### src/rtl/fetch_unit.sv
// Instruction-fetch front end: tracks the byte PC, issues 1-cycle-latency reads,
// and buffers up to two {pc, instruction} pairs toward decode.
module fetch_unit #(
    parameter int                XLEN      = 32,
    parameter logic [XLEN-1:0]   RESET_PC  = '0,
    parameter int                MEM_WORDS = 32
) (
    input  logic            clock,
    input  logic            reset,
    output logic [XLEN-1:0] endereco,
    output logic            req,
    input  logic [XLEN-1:0] instrucao,
    input  logic            redirect,
    input  logic [XLEN-1:0] redirect_pc,
    output logic            instr_valid,
    output logic [XLEN-1:0] instr_out,
    output logic [XLEN-1:0] instr_pc,
    input  logic            instr_ready,
    output logic            fim
);

    typedef enum logic [1:0] {START, FETCH, HALT} state_t;

    typedef struct packed {
        logic [XLEN-1:0] pc;
        logic [XLEN-1:0] instr;
    } entry_t;

    state_t          state, state_nxt;
    logic [XLEN-1:0] pc_req, inflight_pc;
    logic            inflight;
    logic [1:0]      count;
    entry_t          head, tail, resp;
    logic            in_range, take, pop, push, flush;
    logic [2:0]      credit;

    assign endereco    = pc_req >> 2;
    assign in_range    = endereco < XLEN'(MEM_WORDS);
    assign instr_valid = (count != 2'd0);
    assign take        = instr_valid & instr_ready;
    assign flush       = redirect & (state != START);
    // a redirect cycle neither consumes the head nor accepts the stale response
    assign pop         = take & ~redirect;
    assign push        = inflight & ~redirect;
    assign resp        = '{pc: inflight_pc, instr: instrucao};

    // entries held plus the one on its way must leave room for a new response
    assign credit      = {1'b0, count} + {2'b00, inflight} - {2'b00, take};
    assign req         = (state == FETCH) & ~redirect & in_range & (credit < 3'd2);

    assign instr_out   = head.instr;
    assign instr_pc    = head.pc;
    assign fim         = (state == HALT);

    always_ff @(posedge clock or negedge reset) begin
        if (!reset) state <= START;
        else        state <= state_nxt;
    end

    always_comb begin
        state_nxt = state;
        case (state)
            START:   state_nxt = FETCH;
            FETCH: begin
                if (redirect)                    state_nxt = FETCH;
                else if (!in_range && !inflight) state_nxt = HALT;
            end
            HALT:    if (redirect) state_nxt = FETCH;
            default: state_nxt = START;
        endcase
    end

    always_ff @(posedge clock or negedge reset) begin
        if (!reset) begin
            pc_req      <= RESET_PC;
            inflight_pc <= '0;
            inflight    <= 1'b0;
        end else if (flush) begin
            pc_req      <= redirect_pc & ~XLEN'(3);
            inflight    <= 1'b0;
        end else begin
            inflight    <= req;
            if (req) begin
                inflight_pc <= pc_req;
                pc_req      <= pc_req + XLEN'(4);
            end
        end
    end

    // head register is the output; it keeps its last contents when the FIFO drains
    always_ff @(posedge clock or negedge reset) begin
        if (!reset) begin
            count <= 2'd0;
            head  <= '0;
            tail  <= '0;
        end else if (flush) begin
            count <= 2'd0;
        end else begin
            case ({push, pop})
                2'b10: begin
                    if (count == 2'd0) head <= resp;
                    else               tail <= resp;
                    count <= count + 2'd1;
                end
                2'b01: begin
                    if (count == 2'd2) head <= tail;
                    count <= count - 2'd1;
                end
                2'b11: begin
                    if (count == 2'd2) begin
                        head <= tail;
                        tail <= resp;
                    end else begin
                        head <= resp;
                    end
                end
                default: ;
            endcase
        end
    end

endmodule

### config.mk
export PLATFORM = sky130hd
export DESIGN_NAME = fetch_unit
export DESIGN_NICKNAME = d
export VERILOG_FILES = /design/src/rtl/fetch_unit.sv
export SDC_FILE = /design/constraint.sdc
export NUM_CORES = 1
export LEC_CHECK = 0
export BUFFER_PORTS_ARGS = -buffer_cell sky130_fd_sc_hd__buf_2
export CORE_MARGIN = 2
export CORE_UTILIZATION = 56
export CTS_BUF_LIST = sky130_fd_sc_hd__clkbuf_2 sky130_fd_sc_hd__clkbuf_4 sky130_fd_sc_hd__clkbuf_8
export CTS_CLUSTER_SIZE = 8
export DETAILED_ROUTE_END_ITERATION = 7
export PLACE_DENSITY = 0.83
export SETUP_SLACK_MARGIN = 0.4
export SLEW_MARGIN = 0
export SYNTH_ARGS = -nofsm -noshare
export SYNTH_HDL_FRONTEND = slang
export SYNTH_SLANG_ARGS = --single-unit
### constraint.sdc
create_clock -name clock -period 4.2 [get_ports clock]
set_input_delay 0.63 -clock clock [delete_from_list [all_inputs] [get_ports clock]]
set_output_delay 0.63 -clock clock [all_outputs]
set_load 0.03 [all_outputs]
* Yosys cells after proc, flatten, opt, wreduce, memory -nomap -nowiden
Cells that the tools add are included.
Storage, ports and cells: output and inout port bits 99, flip-flop bits (word level) 197, input bits 68, word-level logic and storage cells 68
Cells by class: reduce and logical (&&, ||, !) cells 15, multiplexer cells 16, equal/unequal tests 12, bitwise gates (word level) 9, order comparisons 2, add/sub/neg operators 5
Operator list (number):
- $mux W64 | 5
- $pmux W64 S3 | 1
- $pmux W64 S2 | 1
- $mux W32 | 2
- $add A32 B3 Y32 const B | 1
- $lt A30 B6 Y1 const B | 1
- $ne A2 B2 Y1 const B | 5
- $eq A2 B2 Y1 const B | 4
- $mux W2 | 4
- $reduce_and A4 Y1 | 2
- $reduce_bool A2 Y1 | 4
- $and A1 B1 Y1 | 7
- $pmux W2 S3 | 1
- $reduce_bool A3 Y1 | 2
- $eq A2 B1 Y1 const B | 2
- $logic_not A2 Y1 | 2
- $pmux W2 S2 | 1
- $reduce_and A2 Y1 | 2
- $add A2 B1 Y3 | 1
- $lt A3 B2 Y1 const B | 1
- $ne A3 B2 Y1 const B | 1
- $sub A3 B1 Y3 | 1
- $add A2 B1 Y2 const B | 1
- $logic_not A1 Y1 | 2
- 4 further kinds | 5

* Depth between registers and ports, before layout
Gate-level depths: netlist of the first run.
depth after elaboration 7, depth in mapped cells 12, mapped depth without buffers 10

* Worst setup path after synthesis of the first run
No wires, ideal clock.
kind input to output, from input port instr_ready, to output port req, stages 9, arrival 2.773 ns, path slack 0.797 ns, path buffers 2, path through nor2b_1 > ha_1 > nand2b_1 > fa_1 > xor2_1 > or4b_4 > nor3_4 > buf_6 > buf_6
Between the ends: cells in the longest elaborated chain, start to end 4
RTL lines:
- start: declaration | line 18 | input logic instr_ready,
- $and A1 B1 Y1 | line 40 | assign take = instr_valid & instr_ready;
- $sub A3 B1 Y3 | line 48 | assign credit = {1'b0, count} + {2'b00, inflight} - {2'b00, take};
- $lt A3 B2 Y1 | line 49 | assign req = (state == FETCH) & ~redirect & in_range & (credit < 3'd2);
- $and A1 B1 Y1 | line 49
- end: declaration | line 11 | output logic req,
No other way between the ends.

* Final worst setup path of the first run
from register count[0], to output port req
Between the ends: cells in the longest elaborated chain, start to end 5
RTL lines:
- start: declaration | line 32 | logic [1:0] count;
- start signal: assignment | line 103 | count <= count + 2'd1;
- start signal: assignment | line 107 | count <= count - 2'd1;
- branches (longest 2 deep; another with $add A2 B1 Y3)
- $sub A3 B1 Y3 * | line 48
- $lt A3 B2 Y1 * | line 49
- $and A1 B1 Y1 * | line 49
Every way passes the cells marked *.

==> impl_metrics.env, run 1 <==
export IMPL_grt_usage_pct=22.6
export IMPL_drtAntennaViolNets=0
export IMPL_wl_met1_um=7010
export IMPL_min_period_over_period_pct=87.1
export IMPL_setup_viol=0
export IMPL_cts_sinks=190
export IMPL_power_density_mw_per_mm2=492
export IMPL_timing_fmax_mhz=273
export IMPL_top_layer_used="met4"
export IMPL_r2r_end="pc_req[4]"
export IMPL_rrSetupSlack_ns=0.82
export IMPL_ys_top_cells_by_count="dfrtp_1, nand2_1, nor2_1"
export IMPL_root_buffer="clkbuf_8"
export IMPL_synth_edf_count=0
export IMPL_synth_top_area_cell="dfrtp_1"
export IMPL_ys_seq_elements=190
export IMPL_start_util_pct=56.9
export IMPL_critPathRequiredTime_ns=3.57
export IMPL_wl_met2_um=7810
export IMPL_p_leak_uw=0.00526
export IMPL_grt_overflow=0
export IMPL_synthMostInstantiatedCell="dfrtp_1"
export IMPL_maxCapViolCount=0
export IMPL_syn_area_per_cell_um2=11.9
export IMPL_fin_util_pct=67.7
export IMPL_synth_distinct_cells=38
export IMPL_diodes=0
export IMPL_drive_gt1_share_pct=35.0
export IMPL_first_global_vias=5367
export IMPL_rows=43
export IMPL_hold_violations=0
export IMPL_placedInstanceArea_mm2=0.00877
export IMPL_area_growth_pct=19.0
export IMPL_synthCells=656
export IMPL_maxSlewViolCount=0
export IMPL_die_x_um=122
export IMPL_finalCriticalPeriod_ns=3.66
export IMPL_cp_end_kind="output pin"
export IMPL_worstSetupStartpointType="register"
export IMPL_setup_tns_final_ns=0
export IMPL_dr_pass1_iters=5
export IMPL_dp_hpwl_um=10600
export IMPL_nets=880
export IMPL_numPortBuffers=162
export IMPL_synthTopCellsByArea="dfrtp_1, mux2_2, mux2i_1"
export IMPL_cts_buffers=17
export IMPL_tritoncts="built"
export IMPL_htree_levels=4
export IMPL_gp_congestion=0.816
export IMPL_num_io_pins=167
export IMPL_hp_class="input pin to asynchronous set/reset pin"
export IMPL_nFillCells=1010
export IMPL_max_slew_margin_pct=27.8
export IMPL_wl_met3_um=958
export IMPL_grt_max_degree=124
export IMPL_arrival_ns=3.03
export IMPL_die_area_mm2=0.0149
export IMPL_synth_area_mm2=0.00780
export IMPL_outcome="completed"
export IMPL_vdd_drop_max_mv=0.545
export IMPL_worst_pin_slew_ns=1.08
export IMPL_post_place_cells=967
export IMPL_yosys_warnings=0
export IMPL_clk_latency_ns=0.46
export IMPL_routed_wl_um=16100
export IMPL_instances_no_fill=1001
export IMPL_grt_pass1_wl_um=26000
export IMPL_clk_path_buf_depth=2
export IMPL_drt_initial_drc_count=353
export IMPL_drc=0
export IMPL_vias=5412
export IMPL_synthArstFlopShare_pct=100
export IMPL_rsz0062_at_grt="false"
export IMPL_design_area_mm2=0.00928
export IMPL_postCtsHoldBufs=0
export IMPL_r2r_start="count[0]"
export IMPL_antenna_found_initial=0
export IMPL_path_max_fanout=4
export IMPL_wl_per_cell_um=16.1
export IMPL_die_h_um=122
export IMPL_fp_coreArea_mm2=0.0137
export IMPL_avgViaCountPerCell=5.41
export IMPL_cts_reportedPaths_clkPinSlew_ns=0.09
export IMPL_ff2ff_path_depth=12
export IMPL_fin_skew_ns=0.0103
export IMPL_dp_slack_ns=0.477
export IMPL_worstSetupPathType="register to output pin"
export IMPL_synth_main_ff_cell="dfrtp_1"
export IMPL_synth_top_area_share_pct=61.0
export IMPL_yosysSeqAreaShare_pct=61.0
export IMPL_fin_ws_ns=0.543
[area by class of cell]
type	count	area, um^2	area share [%]
Multi-Input combinational cell	421	2880	31.0
Clock buffer	17	234	2.52
Clock inverter	14	239	2.57
Sequential cell	190	4760	51.2
Tap cell	180	225	2.43
Inverter	6	22.5	0.243
Timing Repair Buffer	173	931	10.0
[cell families after synthesis]
family                   synth area share [%]
AND/OR/NAND/NOR                          11.5
AO/OA/AOI/OAI                            5.57
XOR/XNOR                                0.225
multiplexers                             18.2
other                                  0.0481
flip-flops                               61.0
adder cells (fa/ha/maj)                 0.577
buffers and inverters                    2.90
[where the power goes]
part	total [uW]	switching, uW	internal [uW]	leakage (uW)
clock network	1400	629	766	0.000228
logic	977	692	286	0.00250
registers	2200	175	2020	0.00253
total	4570	1500	3070	0.00526
[worst max-delay path by stage]
stage               slack [ns]         from  endpoint
finish                    0.54     count[0]       req
global placement          0.53  instr_ready       req
CTS                       0.42     count[0]       req
floorplan                 0.80  instr_ready       req
detailed placement        0.48  instr_ready       req
global route              0.41     count[0]       req
[sequential cells by signal (all words and copies together), names as in the netlist]
register     flops
instr_out       32
tail            62
pc_req          30
inflight         1
instr_pc        31
state            2
count            2
inflight_pc     30
[worst max-delay path: stages (launching register included)]
cell and delay [ns]:
dfrtp_2 0.45, nor2_4 0.15, nor2b_2 0.07, ha_1 0.27
nand2b_1 0.16, fa_1 0.38, xor2_1 0.15, or4b_4 0.53
nor3_4 0.23, buf_6 0.18
[per-layer routing]
metal	track usage, %	vias to the layer above
met3	5.66	25
met2	37.2	175
li1	-	2529
met4	8.55	0
met5	0	-
met1	29.2	2683
[per-stage QoR]
stage / power (uW) / hold slack [ns]
after floorplan: 2830 / 0.334
after global placement: 3170 / 0.482
after detailed placement: 3210 / 0.491
after CTS: 4610 / 0.319
after global routing: 4790 / 0.328
final: 4570 / 0.321
[what timing repair did]
item                                    in CTS  in global routing
buffers inserted                             3                  0
hold endpoints to repair                     0                  0
endpoints found under the setup margin       1                  1
resized for setup                            6                  1
pin swaps                                    1                  1
[cells in the final DEF (no fill, tap or decap), drive strengths merged]
cell	count
mux2i	64
ha	2
clkinv	3
clkbuf	17
a32oi	1
nor2b	28
nor3	6
bufinv	6
a221o	1
dfrtp	190
nand3	6
nand2b	2
o221a	1
nor2	70
mux2	69
nor3b	2
nand4	1
xnor2	1
o21a	1
o22ai	1
or4b	1
or3	1
a21oi	65
a22oi	3
o31ai	1
conb	2
inv	8
xor2	1
fa	1
nand2	78
buf	173
nor4	5
nor4b	1
o21ai	6
clkinvlp	3
(Power assumes the default switching activity.)
==> inputs of run 2 (changes only) <==
- PLACE_DENSITY: 0.83 -> 0.82
==> run 2 against run 1 <==
Compared with the run above:
- non-clock buffer count shrank 2
- fmax shrank 0.61%
- register-to-register slack lost 0.09 ns
- largest power group unchanged
- highest routed layer unchanged
==> impl_metrics.env, run 2 (synthesis results as in run 1) <==
export IMPL_clk_latency_ns=0.46
export IMPL_cts_buffers=17
export IMPL_num_io_pins=167
export IMPL_whs_ns=0.229
export IMPL_internal_power_uw=2940
export IMPL_p_switching_uw=1490
export IMPL_drive_gt1_share_pct=34.8
export IMPL_htree_levels=4
export IMPL_grt_usage_pct=22.4
export IMPL_layout_common_cells="dfrtp_1, buf_2, nand2_1"
export IMPL_grt_overflow=0
export IMPL_switching_share_pct=33.7
export IMPL_worst_pin_slew_ns=1.08
export IMPL_cts_sinks=190
export IMPL_grt_pass1_wl_um=25800
export IMPL_crit_path_start="count[0]"
export IMPL_ff2ff_path_depth=11
export IMPL_drc=0
export IMPL_setup_tns_final_ns=0
export IMPL_largest_register_ffs=62
export IMPL_largest_register="tail"
export IMPL_routed_wl_um=16100
export IMPL_combPwrFrac_pct=22.2
export IMPL_finalCriticalPeriod_ns=3.68
export IMPL_first_global_vias=5325
export IMPL_vdd_drop_max_mv=0.435
export IMPL_drt_initial_drc_count=268
export IMPL_numPortBuffers=162
export IMPL_hold_violations=0
export IMPL_worstSetupPathType="register to output pin"
export IMPL_area_growth_pct=18.1
export IMPL_setup_viol=0
export IMPL_wl_per_cell_um=16.1
export IMPL_dr_pass1_iters=5
export IMPL_max_slew_margin_pct=27.7
export IMPL_post_place_cells=965
export IMPL_postCtsHoldBufs=0
export IMPL_power_frac_clock_pct=28.5
export IMPL_fp_coreArea_mm2=0.0137
export IMPL_instances_no_fill=1000
export IMPL_drtAntennaViolNets=0
export IMPL_dp_hpwl_um=10700
export IMPL_cp_end_kind="output pin"
export IMPL_nFillCells=1044
export IMPL_power_density_mw_per_mm2=481
export IMPL_critPathRequiredTime_ns=3.57
export IMPL_timing_fmax_mhz=272
export IMPL_die_area_mm2=0.0149
export IMPL_min_period_over_period_pct=87.6
export IMPL_tritoncts="built"
export IMPL_r2r_start="count[0]"
export IMPL_fin_ws_ns=0.520
export IMPL_rows=43
export IMPL_maxSlewViolCount=0
export IMPL_grt_max_degree=100
export IMPL_hp_class="input pin to asynchronous set/reset pin"
export IMPL_worstSetupEndpoint="req"
export IMPL_diodes=0
export IMPL_die_x_um=122
export IMPL_clk_path_buf_depth=2
export IMPL_arrival_ns=3.05
export IMPL_avgViaCountPerCell=5.38
export IMPL_maxCapViolCount=0
export IMPL_gp_congestion=0.785
export IMPL_p_leak_uw=0.00523
export IMPL_total_power_uw=4430
export IMPL_root_buffer="clkbuf_8"
export IMPL_start_util_pct=56.9
export IMPL_mostFrequentLayoutCell="dfrtp_1"
export IMPL_rsz0062_at_grt="false"
export IMPL_p_seq_share_pct=49.4
export IMPL_nets=878
export IMPL_outcome="completed"
export IMPL_cts_reportedPaths_clkPinSlew_ns=0.09
export IMPL_worstSetupStartpointType="register"
export IMPL_rrSetupSlack_ns=0.73
export IMPL_die_h_um=122
export IMPL_dp_slack_ns=0.367
export IMPL_path_max_fanout=4
export IMPL_vias=5378
export IMPL_r2r_end="pc_req[4]"
export IMPL_fin_skew_ns=0.0110
export IMPL_antenna_found_initial=0
[run 2: layout make-up]
| type | count | area [um^2] | area share (%) |
|---|---|---|---|
| clock buffers | 21 | 270 | 2.93 |
| clock inverters | 11 | 156 | 1.70 |
| inverters | 6 | 22.5 | 0.245 |
| multi-input cells | 421 | 2880 | 31.2 |
| flip-flops and latches | 190 | 4760 | 51.6 |
| well taps | 180 | 225 | 2.45 |
| repair buffers | 171 | 903 | 9.81 |
[run 2: worst min path at each step]
| stage | startpoint | endpoint | slack, ns | cells past startpoint |
|---|---|---|---|---|
| floorplan | reset | count[0] | 0.33 | 0 |
| global placement | pc_req[28] | pc_req[28] | 0.48 | 2 |
| detailed placement | pc_req[8] | pc_req[8] | 0.49 | 2 |
| CTS | reset | instr_out[2] | 0.25 | 1 |
| global route | reset | tail[9] | 0.28 | 1 |
| finish | reset | tail[9] | 0.23 | 1 |
[run 2: what timing repair did]
action | in CTS | in global routing
resized for setup | 3 | 3
setup endpoints to repair | 1 | 1
setup buffers | 1 | 2
pin swaps | 0 | 1
hold endpoints to repair | 0 | 0
[run 2: metal layers]
layer	global-route usage (%)	part of all wire, %
met3	5.29	5.9
met5	0	0
met1	28.5	43
met4	8.26	1.7
met2	37.7	49
[run 2: power by group through the flow]
stage,clock network (uW),logic [uW],registers (uW)
global placement,0,963,2210
CTS,1290,992,2190
floorplan,0,281,2550
detailed placement,0,988,2220
global route,1370,1060,2220
finish,1260,982,2190
[run 2: worst max-delay path, cell delays in order, from the launching register on]
cell,delay [ns]
dfrtp_1,0.42
nor2_4,0.15
nor2b_2,0.07
ha_1,0.27
nand2b_1,0.16
fa_1,0.39
xor2_1,0.15
or4b_4,0.55
nor3_4,0.25
buf_6,0.18
[run 2: per-stage QoR]
stage,utilization (%),cell area (um^2)
final,67.1,9210
after global routing,67.1,9210
after CTS,66.9,9180
after detailed placement,63.7,8740
after global placement,63.7,8740
after floorplan,-,7800
